===== src/rtl/muldiv_pkg.sv =====
// Shared types for the iterative multiply/divide unit.
package muldiv_pkg;
  typedef enum logic [1:0] {IDLE, RUN, DONE} state_e;

  localparam logic OP_MUL = 1'b0;
  localparam logic OP_DIV = 1'b1;
endpackage


===== src/rtl/mul_div_step.sv =====
// One iteration of shift-add multiply or restoring divide on a shared
// 2*WIDTH accumulator: {hi, multiplier} for multiply, {rem, dividend/quotient} for divide.
module mul_div_step
  import muldiv_pkg::*;
#(
  parameter int WIDTH = 16
) (
  input  logic               op_i,
  input  logic [2*WIDTH-1:0] acc_i,
  input  logic [WIDTH-1:0]   opnd_i,
  output logic [2*WIDTH-1:0] acc_o
);

  logic [WIDTH:0] sum;
  logic [WIDTH:0] trial;
  logic [WIDTH:0] diff;

  always_comb begin
    sum   = {1'b0, acc_i[2*WIDTH-1:WIDTH]} + {1'b0, (acc_i[0] ? opnd_i : {WIDTH{1'b0}})};
    // Remainder shifted left with the next dividend bit pulled in.
    trial = acc_i[2*WIDTH-1:WIDTH-1];
    diff  = trial - {1'b0, opnd_i};
    acc_o = acc_i;
    if (op_i == OP_MUL)
      acc_o = {sum, acc_i[WIDTH-1:1]};
    else if (!diff[WIDTH])
      acc_o = {diff[WIDTH-1:0], acc_i[WIDTH-2:0], 1'b1};
    else
      acc_o = {trial[WIDTH-1:0], acc_i[WIDTH-2:0], 1'b0};
  end

endmodule


===== src/rtl/mul_div_seq.sv =====
// Iterative multiply/divide with start/done handshake, one result bit per cycle.
// MULDIV_SIGNED_EN adds an sgn port for two's complement operands.
module mul_div_seq
  import muldiv_pkg::*;
#(
  parameter int WIDTH = 16
) (
  input  logic               clk,
  input  logic               rst_n,
  input  logic               start,
  input  logic               op,
  input  logic [WIDTH-1:0]   a,
  input  logic [WIDTH-1:0]   b,
`ifdef MULDIV_SIGNED_EN
  input  logic               sgn,
`endif
  output logic               busy,
  output logic               done,
  output logic [2*WIDTH-1:0] product,
  output logic [WIDTH-1:0]   quotient,
  output logic [WIDTH-1:0]   remainder,
  output logic               div_by_zero
);

  localparam int CNT_W = $clog2(WIDTH);
  localparam int PW    = 2 * WIDTH;

  state_e             state_q, state_d;
  logic [CNT_W-1:0]   cnt_q, cnt_d;
  logic [PW-1:0]      acc_q, acc_d, acc_step;
  logic [WIDTH-1:0]   opnd_q, opnd_d;
  logic               op_q, op_d;
  logic               neg_a_q, neg_a_d, neg_b_q, neg_b_d;
  logic [PW-1:0]      prod_q, prod_d;
  logic [WIDTH-1:0]   quot_q, quot_d, rem_q, rem_d;
  logic               dbz_q, dbz_d;
  logic               done_q;

  logic               sgn_in, a_neg, b_neg;
  logic [WIDTH-1:0]   a_mag, b_mag;

`ifdef MULDIV_SIGNED_EN
  assign sgn_in = sgn;
`else
  assign sgn_in = 1'b0;
`endif

  // The core only sees magnitudes; most-negative maps to 2^(WIDTH-1), which still fits.
  assign a_neg = sgn_in & a[WIDTH-1];
  assign b_neg = sgn_in & b[WIDTH-1];
  assign a_mag = a_neg ? (~a + WIDTH'(1)) : a;
  assign b_mag = b_neg ? (~b + WIDTH'(1)) : b;

  mul_div_step #(.WIDTH(WIDTH)) u_step (
    .op_i   (op_q),
    .acc_i  (acc_q),
    .opnd_i (opnd_q),
    .acc_o  (acc_step)
  );

  always_comb begin
    state_d = state_q;
    cnt_d   = cnt_q;
    acc_d   = acc_q;
    opnd_d  = opnd_q;
    op_d    = op_q;
    neg_a_d = neg_a_q;
    neg_b_d = neg_b_q;
    prod_d  = prod_q;
    quot_d  = quot_q;
    rem_d   = rem_q;
    dbz_d   = dbz_q;
    case (state_q)
      IDLE: if (start) begin
        op_d    = op;
        neg_a_d = a_neg;
        neg_b_d = b_neg;
        dbz_d   = 1'b0;
        if (op == OP_DIV && b == '0) begin
          quot_d  = '1;
          rem_d   = a;
          dbz_d   = 1'b1;
          state_d = DONE;
        end else begin
          cnt_d   = CNT_W'(WIDTH - 1);
          state_d = RUN;
          if (op == OP_MUL) begin
            acc_d  = {{WIDTH{1'b0}}, b_mag};
            opnd_d = a_mag;
          end else begin
            acc_d  = {{WIDTH{1'b0}}, a_mag};
            opnd_d = b_mag;
          end
        end
      end
      RUN: begin
        acc_d = acc_step;
        if (cnt_q == '0) begin
          state_d = DONE;
          // Sign fix-up happens on the way into the output registers.
          if (op_q == OP_MUL) begin
            prod_d = (neg_a_q ^ neg_b_q) ? (~acc_step + PW'(1)) : acc_step;
          end else begin
            quot_d = (neg_a_q ^ neg_b_q) ? (~acc_step[WIDTH-1:0] + WIDTH'(1))
                                         : acc_step[WIDTH-1:0];
            rem_d  = neg_a_q ? (~acc_step[PW-1:WIDTH] + WIDTH'(1))
                             : acc_step[PW-1:WIDTH];
          end
        end else begin
          cnt_d = cnt_q - CNT_W'(1);
        end
      end
      DONE:    state_d = IDLE;
      default: state_d = IDLE;
    endcase
  end

  always_ff @(posedge clk or negedge rst_n) begin
    if (!rst_n) begin
      state_q <= IDLE;
      cnt_q   <= '0;
      acc_q   <= '0;
      opnd_q  <= '0;
      op_q    <= 1'b0;
      neg_a_q <= 1'b0;
      neg_b_q <= 1'b0;
      prod_q  <= '0;
      quot_q  <= '0;
      rem_q   <= '0;
      dbz_q   <= 1'b0;
      done_q  <= 1'b0;
    end else begin
      state_q <= state_d;
      cnt_q   <= cnt_d;
      acc_q   <= acc_d;
      opnd_q  <= opnd_d;
      op_q    <= op_d;
      neg_a_q <= neg_a_d;
      neg_b_q <= neg_b_d;
      prod_q  <= prod_d;
      quot_q  <= quot_d;
      rem_q   <= rem_d;
      dbz_q   <= dbz_d;
      done_q  <= (state_q == DONE);
    end
  end

  assign busy        = (state_q != IDLE);
  assign done        = done_q;
  assign product     = prod_q;
  assign quotient    = quot_q;
  assign remainder   = rem_q;
  assign div_by_zero = dbz_q;

endmodule


===== config.mk =====
export PLATFORM = sky130hd
export DESIGN_NAME = mul_div_seq
export DESIGN_NICKNAME = d
export VERILOG_FILES = /design/src/rtl/muldiv_pkg.sv /design/src/rtl/mul_div_step.sv /design/src/rtl/mul_div_seq.sv
export SDC_FILE = /design/constraint.sdc
export NUM_CORES = 1
export LEC_CHECK = 0
export CAP_MARGIN = 15
export CORE_MARGIN = 2
export CORE_UTILIZATION = 50
export CTS_BUF_LIST = sky130_fd_sc_hd__clkbuf_4
export CTS_CLUSTER_DIAMETER = 30
export DETAILED_ROUTE_END_ITERATION = 10
export PLACE_DENSITY_LB_ADDON = 0.2
export SYNTH_ARGS = -nofsm -noshare
export SYNTH_HDL_FRONTEND = slang
export SYNTH_HIERARCHICAL = 1
export SYNTH_SLANG_ARGS = --single-unit

===== constraint.sdc =====
create_clock -name clk -period 4.5 [get_ports clk]
set_input_delay 0.675 -clock clk [delete_from_list [all_inputs] [get_ports clk]]
set_output_delay 0.675 -clock clk [all_outputs]
set_load 0.1 [all_outputs]

==> qor.yml <==
final-setup-viol-count: 0
slowest_delay_ps: 620
synth.most_common_cell: "dfrtp_1"
min_period_ps: 3730
post-route-period-util_pct: 82.9
yosys-top-cells-count: "dfrtp_1, nand2_1, mux2_2"
rsz0062_at_grt: "false"
fmax_ghz: 0.268
cts_sinks: 121
place_congestion: 0.962
clock_latency_ps: 570
num_antenna_cells: 0
fin_skew_ps: 16.3
die_w_um: 128
reg2reg_to: "remainder[8]"
grt_max_degree: 71
synth_area_leaders: "dfrtp_1, mux2_2, ha_1"
pin_count: 103
crit_path_start_kind: "register"
cts_tree: "yes"
hold_class: "input pin to asynchronous set/reset pin"
critPathArrivalTime_ps: 4190
yosys_warnings: 6
rr_startpoint: "acc_q[15]"
critical_path_required_ps: 4960
vias_per_cell: 6.09
dr.first_iter.drc_count: 622
start_util_pct: 51.1
slew_violations: 0
dieArea_um2: 16500
synthArstFlopShare_pct: 100
syn_area_um2: 7730
ys_seq_elements: 121
synth.distinct_cells: 66
syn_inst: 781
yosysSeqAreaShare_pct: 39.2
antenna_left: 0
cts_buffer_depth: 2
synth-edff-count: 0
synth.avg_cell_area_um2: 9.90
crit_fanout: 14
end_kind: "register"
wl_mm: 22.6
post_cts_buffers: 0
status: "complete, no violations"
place.detailed.hpwl_mm: 16.2
drive_above_1_share_pct: 17.6
antenna_found_initial: 0
drt-wirelength-per-cell_um: 21.1
dp_cells: 1038
cts_resized: 0
yosysTopAreaCell: "dfrtp_1"
worst-r2r-setup-slack_ps: 770
finalHoldViolCount: 0
fp.dieH_um: 128
synth_top_flop_cell: "dfrtp_1"
rows: 45
cp_cell_sequence: "inv_1 -> ha_1 -> fa_1 -> and2b_1 -> o31a_4 -> o21ai_4 -> o311ai_4 -> xor2_2 -> buf_4 -> mux2i_1 -> mux2i_1 -> nand3b_1 -> o21ai_0 -> a2bb2oi_2"
final_net_count: 941
coreArea_um2: 15100
gr-total-overflow: 0
drc_errors: 0
cts_root_buf: "clkbuf_4"
port_buffers: 102
path_common_cell: "mux2i_1"
grt_pass1_wl_mm: 36.1
slowest_stage: "xor2_2"
fillers: 1255
track_usage_pct: 28.5
grt_pass1_vias: 6672
drt_first_pass_iters: 5
slew_headroom_pct: 26.3
tightest_slew_ps: 1110
tns_ps: 0
path_class: "register to register"
synth_top_area_share_pct: 39.2
clk_pin_slew_ps: 120
numCtsBuffers: 17
maxCapViolCount: 0
htree_num_levels: 4
hold_buffers: 0
r2r_cells: 14
syn2layout_area_growth_pct: 18.7
layout.cells.non_filler: 1070
synth_nets: 853
vias: 6511
## layout make-up
type / instances / area (µm²) / area share, %
Clock buffer: 18 / 135 / 1.47
Clock inverter: 14 / 169 / 1.84
Inverter: 30 / 113 / 1.23
Multi-Input combinational cell: 582 / 4350 / 47.4
Sequential cell: 121 / 3030 / 33.0
Tap cell: 188 / 235 / 2.56
Timing Repair Buffer: 117 / 1140 / 12.5
## state kept, by name, indices dropped and copies added (netlist names)
register     flops
acc_q           32
product         32
opnd_q          16
quotient        16
remainder       16
cnt_q            4
state_q          2
div_by_zero      1
done             1
op_q             1
## through the flow
stage	setup WS, ps	utilization, %	hold WS, ps	cell area [µm²]
after floorplan	1420	-	379	7730
after global placement	954	58.6	475	8870
final	768	60.6	160	9180
after global routing	541	60.6	201	9180
after detailed placement	828	58.6	480	8870
after CTS	813	60.6	191	9180
## cells by family (layout without fill, tap and decap cells)
family          after synthesis  after routing  synth area share (%)
flops                       121            121                  39.2
simple gates                214            214                  13.3
fa+ha+maj                    36             36                  6.02
compound gates              200            200                  18.7
mux                         109            109                  15.4
buf+inv                      78            179                  4.66
xor+xnor                     23             23                  2.70
## critical path, delay by kind of cell, from the launching register on
kind / cells / cell delay [ps]
compound gates: 5 / 770
fa+ha+maj: 2 / 630
xor+xnor: 1 / 620
simple gates: 2 / 460
buf+inv: 2 / 420
flops: 1 / 360
mux: 2 / 360
## placed cells by master (no fill, tap or decap), types with 5 or more instances in the layout
cell             Yosys  final
and2_1              17     17
a2bb2oi_1            6      6
buf_4                6     15
nand3_1             14     14
a31oi_1              7      7
dfrtp_1            121    120
a2bb2oi_2           10     10
xor2_1              10     10
nand3b_1            16     16
a21oi_1             28     28
xnor2_1             12     12
mux2_2              81     81
clkdlybuf4s50_1      0    101
o21ai_0             67     67
a211oi_1             5      5
mux2i_1             27     27
a21o_1               9      9
nor2_1              50     50
o211ai_1            18     18
inv_1               30     30
clkbuf_4             0     18
nand2_1             87     87
o21a_1               5      5
ha_1                34     34
nand2b_1             5      5
o22a_1              16     16
## how the worst max path moves through the flow
stage / cells past startpoint / startpoint / to
6_report: 14 / acc_q[15] / remainder[8]
5_1_grt: 14 / acc_q[15] / remainder[5]
4_1_cts: 14 / acc_q[15] / remainder[8]
3_5_place_dp: 14 / acc_q[15] / remainder[8]
3_3_place_gp: 14 / acc_q[15] / remainder[6]
2_1_floorplan: 14 / acc_q[0] / remainder[13]
## per-layer routing
layer / share of wire [%] / GRT usage, % / up-vias
met5: 0 / 0 / -
met2: 47 / 46.8 / 237
met1: 44 / 37.2 / 3232
met3: 5.6 / 6.36 / 57
met4: 3.3 / 10.8 / 0
li1: - / - / 2985
Power is not shown: default switching activity piles up to over one toggle a cycle in this logic, so the estimate is an artifact.
